[config.mk]
export PLATFORM = sky130hd
export DESIGN_NAME = uart_rx_flat
export DESIGN_NICKNAME = d
export VERILOG_FILES = /design/src/rtl/uart_rx_if.sv /design/src/rtl/uart_rx.sv /design/src/flat_wrapper.sv
export SDC_FILE = /design/constraint.sdc
export NUM_CORES = 1
export LEC_CHECK = 0
export CAP_MARGIN = 20
export CORE_ASPECT_RATIO = 0.6
export CORE_MARGIN = 2
export CORE_UTILIZATION = 59
export CTS_BUF_LIST = sky130_fd_sc_hd__clkbuf_8
export CTS_CLUSTER_DIAMETER = 120
export DETAILED_ROUTE_END_ITERATION = 10
export GPL_TIMING_DRIVEN = 0
export PLACE_DENSITY = 0.83
export SYNTH_ARGS = -nofsm -noshare
export SYNTH_HDL_FRONTEND = slang
export SYNTH_SLANG_ARGS = --single-unit
[constraint.sdc]
create_clock -name clk -period 4 [get_ports clk]
set_input_delay 1 -clock clk [delete_from_list [all_inputs] [get_ports clk]]
set_output_delay 1 -clock clk [all_outputs]
set_load 0.05 [all_outputs]
[src/rtl/uart_rx_if.sv]
// uart_rx_if: tick/serial inputs and received-word outputs of the UART receiver.
// Modport slave is the receiver side; master is the driving/observing side.
interface uart_rx_if #(
    parameter int unsigned DATA_WIDTH = 8
);
    logic                  s_tick;
    logic                  rx;
    logic [DATA_WIDTH-1:0] dout;
    logic                  rx_done;
    logic                  frame_err;

    modport master (
        output s_tick,
        output rx,
        input  dout,
        input  rx_done,
        input  frame_err
    );

    modport slave (
        input  s_tick,
        input  rx,
        output dout,
        output rx_done,
        output frame_err
    );
endinterface

[src/rtl/uart_rx.sv]
// uart_rx: 16x-oversampled UART receiver, 1 start / DATA_WIDTH data (LSB first) / 1 stop.
// Optional build macro UART_RX_MAJORITY_VOTE_EN: data and stop bits are taken as the
// 2-of-3 majority of the samples at ticks 13, 14 and 15 instead of the single tick-15 sample.
module uart_rx #(
    parameter int unsigned DATA_WIDTH = 8
) (
    input logic      clk,
    input logic      reset,
    uart_rx_if.slave bus
);
    localparam int unsigned NW = $clog2(DATA_WIDTH) + 1;
    localparam logic [NW-1:0] LAST_BIT = NW'(DATA_WIDTH - 1);

    typedef enum logic [1:0] {
        IDLE,
        START,
        DATA,
        STOP
    } state_t;

    state_t                state_q;
    logic [1:0]            sync_q;
    logic                  rx_s;
    logic [3:0]            s_q;
    logic [NW-1:0]         n_q;
    logic [DATA_WIDTH-1:0] b_q;
    logic [DATA_WIDTH-1:0] dout_q;
    logic                  rx_done_q;
    logic                  frame_err_q;
    logic                  sample_c;

    // Two-flop synchronizer; resets to the idle-high line level so release never fakes a start
    always_ff @(posedge clk or negedge reset) begin
        if (!reset) begin
            sync_q <= 2'b11;
        end else begin
            sync_q <= {sync_q[0], bus.rx};
        end
    end

    assign rx_s = sync_q[1];

`ifdef UART_RX_MAJORITY_VOTE_EN
    // Samples taken at ticks 13 and 14; the tick-15 sample is the live rx_s
    logic [1:0] vote_q;

    // Mid-bit value as the 2-of-3 majority of ticks 13, 14, 15
    assign sample_c = (vote_q[1] & vote_q[0]) | (vote_q[1] & rx_s) | (vote_q[0] & rx_s);
`else
    // Mid-bit value as the single tick-15 sample
    assign sample_c = rx_s;
`endif

    // Receive FSM with tick/bit counters, shift register and registered strobes
    always_ff @(posedge clk or negedge reset) begin
        if (!reset) begin
            state_q     <= IDLE;
            s_q         <= '0;
            n_q         <= '0;
            b_q         <= '0;
            dout_q      <= '0;
            rx_done_q   <= 1'b0;
            frame_err_q <= 1'b0;
`ifdef UART_RX_MAJORITY_VOTE_EN
            vote_q      <= '0;
`endif
        end else begin
            rx_done_q   <= 1'b0;
            frame_err_q <= 1'b0;
            case (state_q)
                IDLE: begin
                    if (!rx_s) begin
                        state_q <= START;
                        s_q     <= '0;
                        n_q     <= '0;
`ifdef UART_RX_MAJORITY_VOTE_EN
                        vote_q  <= '0;
`endif
                    end
                end
                START: begin
                    if (bus.s_tick) begin
                        if (s_q == 4'd7) begin
                            // A line back high at mid-start is a glitch, not a frame
                            state_q <= rx_s ? IDLE : DATA;
                            s_q     <= '0;
                            n_q     <= '0;
`ifdef UART_RX_MAJORITY_VOTE_EN
                            vote_q  <= '0;
`endif
                        end else begin
                            s_q <= s_q + 4'd1;
                        end
                    end
                end
                DATA: begin
                    if (bus.s_tick) begin
                        if (s_q == 4'd15) begin
                            b_q <= DATA_WIDTH'({sample_c, b_q} >> 1);
                            s_q <= '0;
                            if (n_q == LAST_BIT) begin
                                state_q <= STOP;
                                n_q     <= '0;
`ifdef UART_RX_MAJORITY_VOTE_EN
                                vote_q  <= '0;
`endif
                            end else begin
                                n_q <= n_q + NW'(1);
                            end
                        end else begin
                            s_q <= s_q + 4'd1;
`ifdef UART_RX_MAJORITY_VOTE_EN
                            if (s_q >= 4'd13) begin
                                vote_q <= {vote_q[0], rx_s};
                            end
`endif
                        end
                    end
                end
                STOP: begin
                    if (bus.s_tick) begin
                        if (s_q == 4'd15) begin
                            // Leave at mid-stop so a following start bit can be caught immediately
                            dout_q      <= b_q;
                            rx_done_q   <= 1'b1;
                            frame_err_q <= ~sample_c;
                            state_q     <= IDLE;
                            s_q         <= '0;
                            n_q         <= '0;
`ifdef UART_RX_MAJORITY_VOTE_EN
                            vote_q      <= '0;
`endif
                        end else begin
                            s_q <= s_q + 4'd1;
`ifdef UART_RX_MAJORITY_VOTE_EN
                            if (s_q >= 4'd13) begin
                                vote_q <= {vote_q[0], rx_s};
                            end
`endif
                        end
                    end
                end
                default: begin
                    state_q <= IDLE;
                end
            endcase
        end
    end

    assign bus.dout      = dout_q;
    assign bus.rx_done   = rx_done_q;
    assign bus.frame_err = frame_err_q;
endmodule

[src/flat_wrapper.sv]
// flat-port wrapper written by rule: the top's interface ports become plain ports
module uart_rx_flat 
#(
    parameter int unsigned DATA_WIDTH = 8
)
  (clk, reset, bus_s_tick, bus_rx, bus_dout, bus_rx_done, bus_frame_err);
  uart_rx_if #(.DATA_WIDTH(DATA_WIDTH)) bus_i ();
  input logic clk;
  input logic reset;
  input wire logic [$bits(bus_i.s_tick)-1:0] bus_s_tick;
  input wire logic [$bits(bus_i.rx)-1:0] bus_rx;
  output wire logic [$bits(bus_i.dout)-1:0] bus_dout;
  output wire logic [$bits(bus_i.rx_done)-1:0] bus_rx_done;
  output wire logic [$bits(bus_i.frame_err)-1:0] bus_frame_err;
  assign bus_i.s_tick = bus_s_tick;
  assign bus_i.rx = bus_rx;
  assign bus_dout = bus_i.dout;
  assign bus_rx_done = bus_i.rx_done;
  assign bus_frame_err = bus_i.frame_err;
  uart_rx #(.DATA_WIDTH(DATA_WIDTH)) u_core (.clk(clk), .reset(reset), .bus(bus_i));
endmodule
# Yosys cells after proc, flatten, opt, wreduce, memory -nomap -nowiden
# Index checks and enable logic that the tools add are counted.
# Widths: inputs -> output; s select.
dict set report word_totals {
  regBits 30
  latchBits 0
  ram_bits 0
  rom_bits 0
  out_inout_bits 10
  wordCells 63
  mem_count 0
}
dict set report classes {
  n_addsub 2
  mul 0
  div_mod_pow 0
  n_lt_le_gt_ge 0
  n_eq_ne 15
  shift 0
  n_mux 30
  n_bitwise 1
  reduce_logical 7
}
# op n
set op_table {}
lappend op_table {{$mux 4} 12}
lappend op_table {{$mux 2} 9}
lappend op_table {{$pmux 4 s4} 1}
lappend op_table {{$pmux 4 s3} 1}
lappend op_table {{$ne 2x1->1 const B} 5}
lappend op_table {{$reduce_and 3->1} 3}
lappend op_table {{$add 4x1->4 const B} 2}
lappend op_table {{$eq 4x3->1 const B} 2}
lappend op_table {{$ne 2x2->1 const B} 4}
lappend op_table {{$pmux 2 s4} 1}
lappend op_table {{$reduce_and 8->1} 1}
lappend op_table {{$reduce_and 7->1} 1}
lappend op_table {{$mux 1} 6}
lappend op_table {{$eq 2x2->1 const B} 2}
lappend op_table {{$eq 4x4->1 const B} 1}
lappend op_table {{$eq 2x1->1 const B} 1}
lappend op_table {{$logic_not 2->1} 1}
lappend op_table {{$reduce_or 2->1} 1}
lappend op_table {{$not 1->1} 1}

# Longest topological paths before layout
# Gate-level depths: netlist of run 1.
dict set report logic_depth {
  ltp_word 5
  depth_mapped 6
}

# Worst setup path after synthesis of run 1
# No wires, ideal clock.
dict set report synth_path {
  kind {input-to-reg}
  startpoint {input port bus_s_tick}
  endpoint {register u_core.state_q[0]}
  setup_time_ns 0.127
  t_arrival_ns 1.908
  t_required_ns 3.873
  setup_slack_ns 1.964
  stages 4
  path_buffers 1
  cell_sequence {o21ai_0 a222oi_1 buf_4 mux2_1}
}
dict set report synth_between {
  elab_chain_cells 2
}
# element line
set synth_rtl {}
lappend synth_rtl {{start: declaration} flat_wrapper.sv:10} ;# input wire logic [$bits(bus_i.s_tick)-1:0] bus_s_tick;
lappend synth_rtl {{$ne 2x2->1 (no line)} --}
lappend synth_rtl {{$reduce_and 8->1 (no line) *} --}
lappend synth_rtl {{end signal: assignment} uart_rx.sv:85} ;# state_q <= rx_s ? IDLE : DATA;
lappend synth_rtl {{end: declaration} uart_rx.sv:21} ;# state_t state_q;
# Every way passes the cells marked *; elsewhere a longest branch is shown, timed or not.
# A chain may end at the register's enable or synchronous reset.

# Final worst setup path of run 1
# Same ends and word-level chain as after synthesis.

==> metrics.txt, run 1 <==
unique cell type count in the Yosys netlist=31; Critical Path RT=between 4 and 5 ns; Critical Path Max Stage Delay=approximately 0.6 ns; CP Data Arrival Time=about 2.8 ns; Max Cap Violations=0; Ports=14; first-pass GRT wire length=around 3700 µm; DRC=0; clock root buffer=clkbuf_8; CTS Buffer Depth=2; TNS Setup=0 ns; Crit Path Max Fanout=9; GP Congestion=0.775; antenna viol nets, final=0; TritonCTS clock tree=done; Final Util=about 74%; slowest CP cell=clkdlybuf4s50_1; initial DRC count=43; final wirelength=2180 µm; Max-Slew Margin vs Limit=between 60% and 70%; CTS buffer count=5; P&R area growth vs syn=22.6%; Warnings, synthesis=0; die width=64.3 µm; worst vdd ir=a little under 300 µV; Seq/Total Area, Yosys=roughly 60%; Tcrit/Tclk final=approximately two thirds; Clk Latency, worst-skew pair=0.27 ns; initial antenna violation count=0; Pre-antenna DRT Iters=4; # Post-CTS Setup Buffers=0; Worst-path clk slew=roughly 0.060 ns; Worst Setup Start Kind=primary input; GR Overflow Total=0; Initial Utilization=approximately 61%; CP Depth=5; clock share of power=between 20 and 30%; Fin. Hold Viols=0; Finish-stage setup viols=0; net load switching power=around 280 µW; Sw Ratio=between 30% and 40%; post-synthesis instance area=approximately 1300 µm²; WP buf/inv=2; cts hold-fix bufs=0; hpwl dp=between 1500 and 2000 µm; Avg Vias per Cell=around 5.3; Ant. Diodes=0; Worst Hold Class=reg2reg; Vias=~800; Port Buffers=13; GRT Total Usage=between 20% and 30%; Mean Syn Cell Area=12.6 µm²; Mapped Nets=between 100 and 150; vias in the first global route=around 810; Row Count=13; CTS resizes=0; H-tree depth=2; crit-path cells=clkdlybuf4s50_1 > o21ai_0 > a222oi_1 > buf_4 > mux2_1; static leakage=just over 0.0007 µW; outcome=completed; Cells after Synth=102; CP Capture Type=flip-flop; Die Footprint=between 2000 and 3000 µm²; Comb pwr share=between 20% and 30%; Reg2Reg Depth=5; Slew @ Worst Pin=about 0.55 ns; Yosys reg bits=30; hold slack=0.358 ns; Seq pwr share=between 40% and 50%; Fmax=roughly 380 MHz; largest net degree at the start of global routing=22; Hold Path Stages=0; Die Y=roughly 40 µm; share of cells above drive strength 1=26.6%; pwr dens=556 nW/µm²; routed length per instance=between 10 and 15 µm; clock period minus worst slack=2.62 ns; CP delay by family, top=buffers and inverters; Final nets=about 130; Fin Clk Skew=~0.0074 ns; kind of critical path=in2reg; Core ar.=between 2000 and 2500 µm²; Max Slew Vio Count=0; RSZ-0062 raised after global routing=false; internal power=598 µW; Sink Count=30
==> layout by cell type (no fill, tap or decap), types with 2 or more instances in the layout <==
master           instances
dfrtp_1                 28
nor2_2                   2
mux2_2                  16
inv_1                    3
dfstp_2                  2
clkbuf_8                 6
nor2_1                   6
o21ai_0                  4
nand2_1                  4
nand3_1                  8
ha_1                     2
a21oi_1                  2
nand2b_1                 2
clkdlybuf4s50_1         13
nor2b_1                  4
mux2i_1                  2
==> registers in the layout, summed over array words and instances, names as in the netlist, named ones only <==
register	cells
u_core.b_q	8
u_core.bus.dout	8
u_core.bus.frame_err	1
u_core.bus.rx_done	1
u_core.n_q	4
u_core.s_q	4
u_core.state_q	1
u_core.sync_q	2
==> cells in the mapped netlist <==
cell      count  area [µm²]
a22oi_1       1        7.51
buf_4         1        7.51
nand2b_1      2        12.5
o211ai_1      1        7.51
nand2_1       4        15.0
a41oi_1       1        8.76
a21oi_1       2        10.0
ha_1          2        25.0
or3_4         1        11.3
mux2_2       16         180
a31oi_1       1        6.26
a31o_1        1        8.76
dfrtp_1      28         701
buf_2         1        5.00
a222oi_1      1        10.0
nor3_1        1        5.00
buf_6         1        11.3
xnor2_1       1        8.76
nor2_1        6        22.5
dfstp_2       2        52.6
inv_1         3        11.3
o21ai_0       4        20.0
o22ai_1       1        6.26
nor2_2        2        12.5
nor2b_1       4        25.0
nand3_1       8        40.0
mux2_1        1        11.3
nand4_1       1        6.26
nand3b_1      1        7.51
xor2_1        1        8.76
mux2i_1       2        20.0
==> power groups by stage <==
| stage | sequential, µW | clock, µW | combinational (µW) |
|---|---|---|---|
| finish | 396 | 245 | 236 |
| global route | 405 | 270 | 269 |
| CTS | 395 | 253 | 238 |
| detailed placement | 400 | 0 | 236 |
| global placement | 396 | 0 | 219 |
| floorplan | 390 | 0 | 187 |
==> cell families (layout without fill, tap and decap cells) <==
family / Yosys count / in the layout / share of synthesized area, %
simple gates: 30 / 30 / 12.3
mux: 19 / 19 / 16.5
compound gates: 13 / 13 / 6.62
flops: 30 / 30 / 58.6
fa+ha+maj: 2 / 2 / 1.95
buf+inv: 6 / 28 / 2.73
xor+xnor: 2 / 2 / 1.36
==> per-stage QoR <==
stage	total power [µW]	setup slack, ns	instance area, µm²	std cells
global route	943	1.34	1580	154
floorplan	577	1.96	1280	102
global placement	615	1.20	1450	145
CTS	886	1.39	1580	154
finish	876	1.38	1580	154
detailed placement	635	1.16	1480	146
==> per-layer routing <==
metal  global-route usage, %  up-vias  share of wire (%)
met5                       0        -                  0
met3                    8.71        2                5.2
met1                    24.0      385                 45
met2                    36.2       21                 49
li1                        -      406                  -
met4                    4.79        0               0.37
==> path summary, 6_finish.rpt <==
| path | slack [ns] | endpoint | startpoint |
|---|---|---|---|
| worst min-delay path | 0.36 | u_core.sync_q[1] | u_core.sync_q[0] |
| max in group asynchronous | 2.35 | u_core.sync_q[1] | reset |
| worst max register to register | 2.08 | u_core.state_q[0] | u_core.state_q[0] |
| worst min register to register | 0.36 | u_core.sync_q[1] | u_core.sync_q[0] |
| worst max-delay path | 1.38 | u_core.state_q[0] | bus_s_tick |
| min in group asynchronous | 1.08 | u_core.n_q[3] | reset |
==> layout make-up <==
cell class                 count  area, µm²
tap                           30       37.5
fill                         149        539
multi-input combinational     66        497
inverter                       3       11.3
buffer                         3       23.8
timing repair buffer          14        158
clock buffer                   6       82.6
clock inverter                 2       12.5
sequential                    30        753
Note: power is estimated with default switching activity, not from simulation.
==> run 2, diff against run 1 <==
Settings changed: CORE_UTILIZATION 59 to 51, PLACE_DENSITY 0.83 to 0.76.
Clock period 4 ns to 2.4 ns, I/O delays scaled along.
==> metrics.txt, run 2 (synthesis results as in run 1) <==
outcome=completed; Max Slew Vio Count=0; largest net degree at the start of global routing=23; Vias=roughly 850; CTS buffer count=5; Worst Hold Class=reg2reg; GR Overflow Total=0; Slew @ Worst Pin=around 0.5 ns; crit-path cells=clkdlybuf4s50_1 > o21ai_0 > a222oi_1 > buf_4 > mux2_1; Worst Setup Start Kind=primary input; Crit Path Max Fanout=9; Fin Clk Skew=~0.0046 ns; most frequent cells in the layout=dfrtp_1 (28), mux2_2 (16), clkdlybuf4s50_1 (13); CTS Buffer Depth=2; fin cells=156; Final nets=129; first-pass GRT wire length=approximately 4100 µm; initial DRC count=52; Fmax=approximately 450 MHz; pre-CTS setup slack=-0.0925 ns; Final Util=about 64%; Ports=14; slowest CP cell=clkdlybuf4s50_1; static leakage=a little over 0.0007 µW; Sink Count=30; Critical Path RT=2.55 ns; Row Count=14; Clk Latency, worst-skew pair=between 0.2 and 0.3 ns; Die Footprint=approximately 3000 µm²; Max Cap Violations=0; CP Data Arrival Time=2.36 ns; Tcrit/Tclk final=just over 90%; setup ws final=~0.19 ns; GP Congestion=0.824; hpwl dp=roughly 1700 µm; kind of critical path=in2reg; clock period minus worst slack=about 2.2 ns; Avg Vias per Cell=about 5.4; Finish-stage setup viols=0; Max-Slew Margin vs Limit=66.5%; pwr dens=927 nW/µm²; final wirelength=approximately 2400 µm; Ant. Diodes=0; DRC=0; share of cells above drive strength 1=between 20 and 30%; Initial Utilization=a little over half; cts hold-fix bufs=0; Die Y=between 40 and 50 µm; RSZ-0062 raised after global routing=false; vias in the first global route=888; most common cell after layout, fill and taps aside=dfrtp_1; Fin. Hold Viols=0; die width=between 60 and 70 µm; # Post-CTS Setup Buffers=0; Core ar.=approximately 2500 µm²; worst vdd ir=around 420 µV; CTS resizes=0; Pre-antenna DRT Iters=4; H-tree depth=2; Critical Path Max Stage Delay=just under 0.6 ns; final instance area=~1600 µm²; initial antenna violation count=0; P&R area growth vs syn=22.5%; Port Buffers=13; placed cells=about 150; antenna viol nets, final=0; routed length per instance=about 15 µm; GRT Total Usage=20.1%; fillcell total=about 190; TritonCTS clock tree=done; clock root buffer=clkbuf_8; CP Capture Type=flip-flop; Worst-path clk slew=about 0.060 ns; Post-DP Area=between 1000 and 1500 µm²
-- run 2: changes by cell type in the layout (fill, tap and decap cells not counted), sizes merged --
cell	delta
clkinvlp	-1
inv	+1
-- run 2: path summary, 6_finish.rpt --
path	depth (start not counted)	slack (ns)	end	start
worst max register to register	5	0.46	u_core.state_q[0]	flip-flop
min in group asynchronous	1	0.67	u_core.bus.dout[0]	reset
worst min-delay path	0	0.36	u_core.sync_q[1]	u_core.sync_q[0]
max in group asynchronous	2	1.18	u_core.sync_q[0]	reset
worst min register to register	0	0.36	u_core.sync_q[1]	u_core.sync_q[0]
worst max-delay path	5	0.19	u_core.state_q[0]	bus_s_tick
-- run 2: worst max-delay path, delay by kind of cell --
kind,cells,cell delay (ns)
multiplexers,1,0.32
buffers and inverters,2,0.82
AO/OA/AOI/OAI,2,0.62
-- run 2: final cells by class --
| cell class | instances | area [µm²] | share of cell area, % |
|---|---|---|---|
| inverters | 3 | 11.3 | 0.715 |
| clock buffers | 6 | 82.6 | 5.25 |
| flip-flops and latches | 30 | 753 | 47.9 |
| plain buffers | 3 | 23.8 | 1.51 |
| multi-input cells | 66 | 497 | 31.6 |
| repair buffers | 14 | 158 | 10.0 |
| clock inverters | 2 | 8.76 | 0.556 |
| well taps | 32 | 40.0 | 2.54 |
-- run 2: per-layer routing --
layer  wire (µm)  global-route usage, %
met1        1060                   24.3
met2        1140                   31.2
met3         120                   9.02
met4          53                   8.63
met5           0                      0
-- run 2: power breakdown --
part | switching [µW] | internal [µW]
Sequential | 75.7 | 587
Combinational | 218 | 182
Clock | 170 | 226
Total | 464 | 995
-- run 2: metrics by stage --
stage	power [µW]	setup TNS, ns	hold WS [ns]
after floorplan	961	0	0.304
after global placement	1030	0	0.347
after detailed placement	1070	-0.163	0.353
after CTS	1470	0	0.361
after global routing	1560	0	0.362
final	1460	0	0.360
==> run 3, diff against run 2 <==
Settings changed: CORE_ASPECT_RATIO 0.6 to 1.2.
==> metrics.txt, run 3 (synthesis results as in run 1) <==
Fin Clk Skew=just over 0.004 ns; Port Buffers=13; Max Slew Vio Count=0; Tcrit/Tclk final=between 80% and 90%; TritonCTS clock tree=done; cts hold-fix bufs=0; CP Capture Type=flip-flop; GR Overflow Total=0; Vias=between 800 and 900; pwr dens=approximately 920 nW/µm²; clock period minus worst slack=~2.1 ns; worst vdd ir=612 µV; Max Cap Violations=0; Die Footprint=roughly 2900 µm²; Crit Path Max Fanout=10; GRT Total Usage=~18%; met3 Use GR=under 10%; Finish-stage setup viols=0; Die Y=between 50 and 60 µm; grt peak-use layer=met2; static leakage=0.000725 µW; Hold Path Origin=u_core.sync_q[0]; Pre-antenna DRT Iters=5; Row Count=19; Ant. Diodes=0; Slew @ Worst Pin=0.595 ns; Ports=14; Fin. Hold Viols=0; GRT met1 Usage=19.3%; Final nets=between 100 and 150; fillcell total=around 190; hpwl dp=about 1600 µm; DRC=0; routed length per instance=13.9 µm; Worst Setup Start Kind=primary input; die width=roughly 50 µm; Critical Path Start=bus_s_tick; met2 Use GR=a little under 30%; Max-Slew Margin vs Limit=roughly 60%; Clk Latency, worst-skew pair=about 0.28 ns; Final Util=67.5%; antenna viol nets, final=0; CP Data Arrival Time=2.30 ns; RSZ-0062 raised after global routing=false; outcome=completed; TNS Setup=0 ns; most common cell after layout, fill and taps aside=dfrtp_1; first-pass GRT wire length=3730 µm; vias in the first global route=860; final wirelength=between 2000 and 2500 µm; Worst-path clk slew=0.06 ns; Critical Path RT=approximately 2.6 ns; Fmax=~470 MHz; Worst Hold Class=reg2reg; CTS resizes=0; CTS buffer count=5; Initial Utilization=roughly 55%; CTS Buffer Depth=2; GP Congestion=0.698; initial DRC count=22; kind of critical path=in2reg; reg-to-reg startpoint=u_core.state_q[0]; largest net degree at the start of global routing=20; Avg Vias per Cell=roughly 5.4; Sink Count=30; Core ar.=between 2000 and 2500 µm²; share of cells above drive strength 1=approximately a quarter; P&R area growth vs syn=22.4%; # Post-CTS Setup Buffers=0; clock root buffer=clkbuf_8; initial antenna violation count=0; most frequent cells in the layout=dfrtp_1 (28), mux2_2 (16), clkdlybuf4s50_1 (13); H-tree depth=2
## run 3: per-layer routing
metal	vias to the layer above	share of wire [%]
met5	-	0
met4	0	2.4
met3	6	4.6
li1	407	-
met1	406	42
met2	15	51
## run 3: per-stage QoR
step                      instance area (µm²)  setup slack (ns)  total power [µW]  instances  hold WS [ns]
final                                    1570             0.266              1450        155         0.356
after global routing                     1570             0.189              1540        155         0.360
after CTS                                1570             0.279              1460        155         0.359
after detailed placement                 1480           -0.0250              1060        147         0.351
after global placement                   1450            0.0146              1030        146         0.348
after floorplan                          1280             0.642               961        102         0.304
## run 3: cell type report
class	instances	area, µm²	area share [%]
timing repair buffer	14	158	10.0
multi-input combinational	66	497	31.6
sequential	30	753	47.9
clock buffer	6	82.6	5.25
buffer	3	23.8	1.51
inverter	3	11.3	0.716
tap	31	38.8	2.47
clock inverter	2	8.76	0.557
## run 3: final timing paths
check,slack [ns],to,cells after the start
worst max-delay path,0.27,u_core.bus.dout[1],4
worst min-delay path,0.36,u_core.sync_q[1],0
worst min register to register,0.36,u_core.sync_q[1],0
worst max register to register,0.53,u_core.state_q[0],5
min in group asynchronous,0.70,u_core.s_q[3],1
max in group asynchronous,1.21,u_core.b_q[7],2
## run 3: where the power goes
part           leakage, µW  total, µW  internal, µW  switching [µW]
clock network    0.0000524        399           226             172
registers         0.000395        656           587            68.4
logic             0.000278        393           180             213
## run 3: critical path, stage by stage
cell,delay [ns]
clkdlybuf4s50_1,0.58
nand4_1,0.23
nor2_2,0.49
mux2_2,0.40
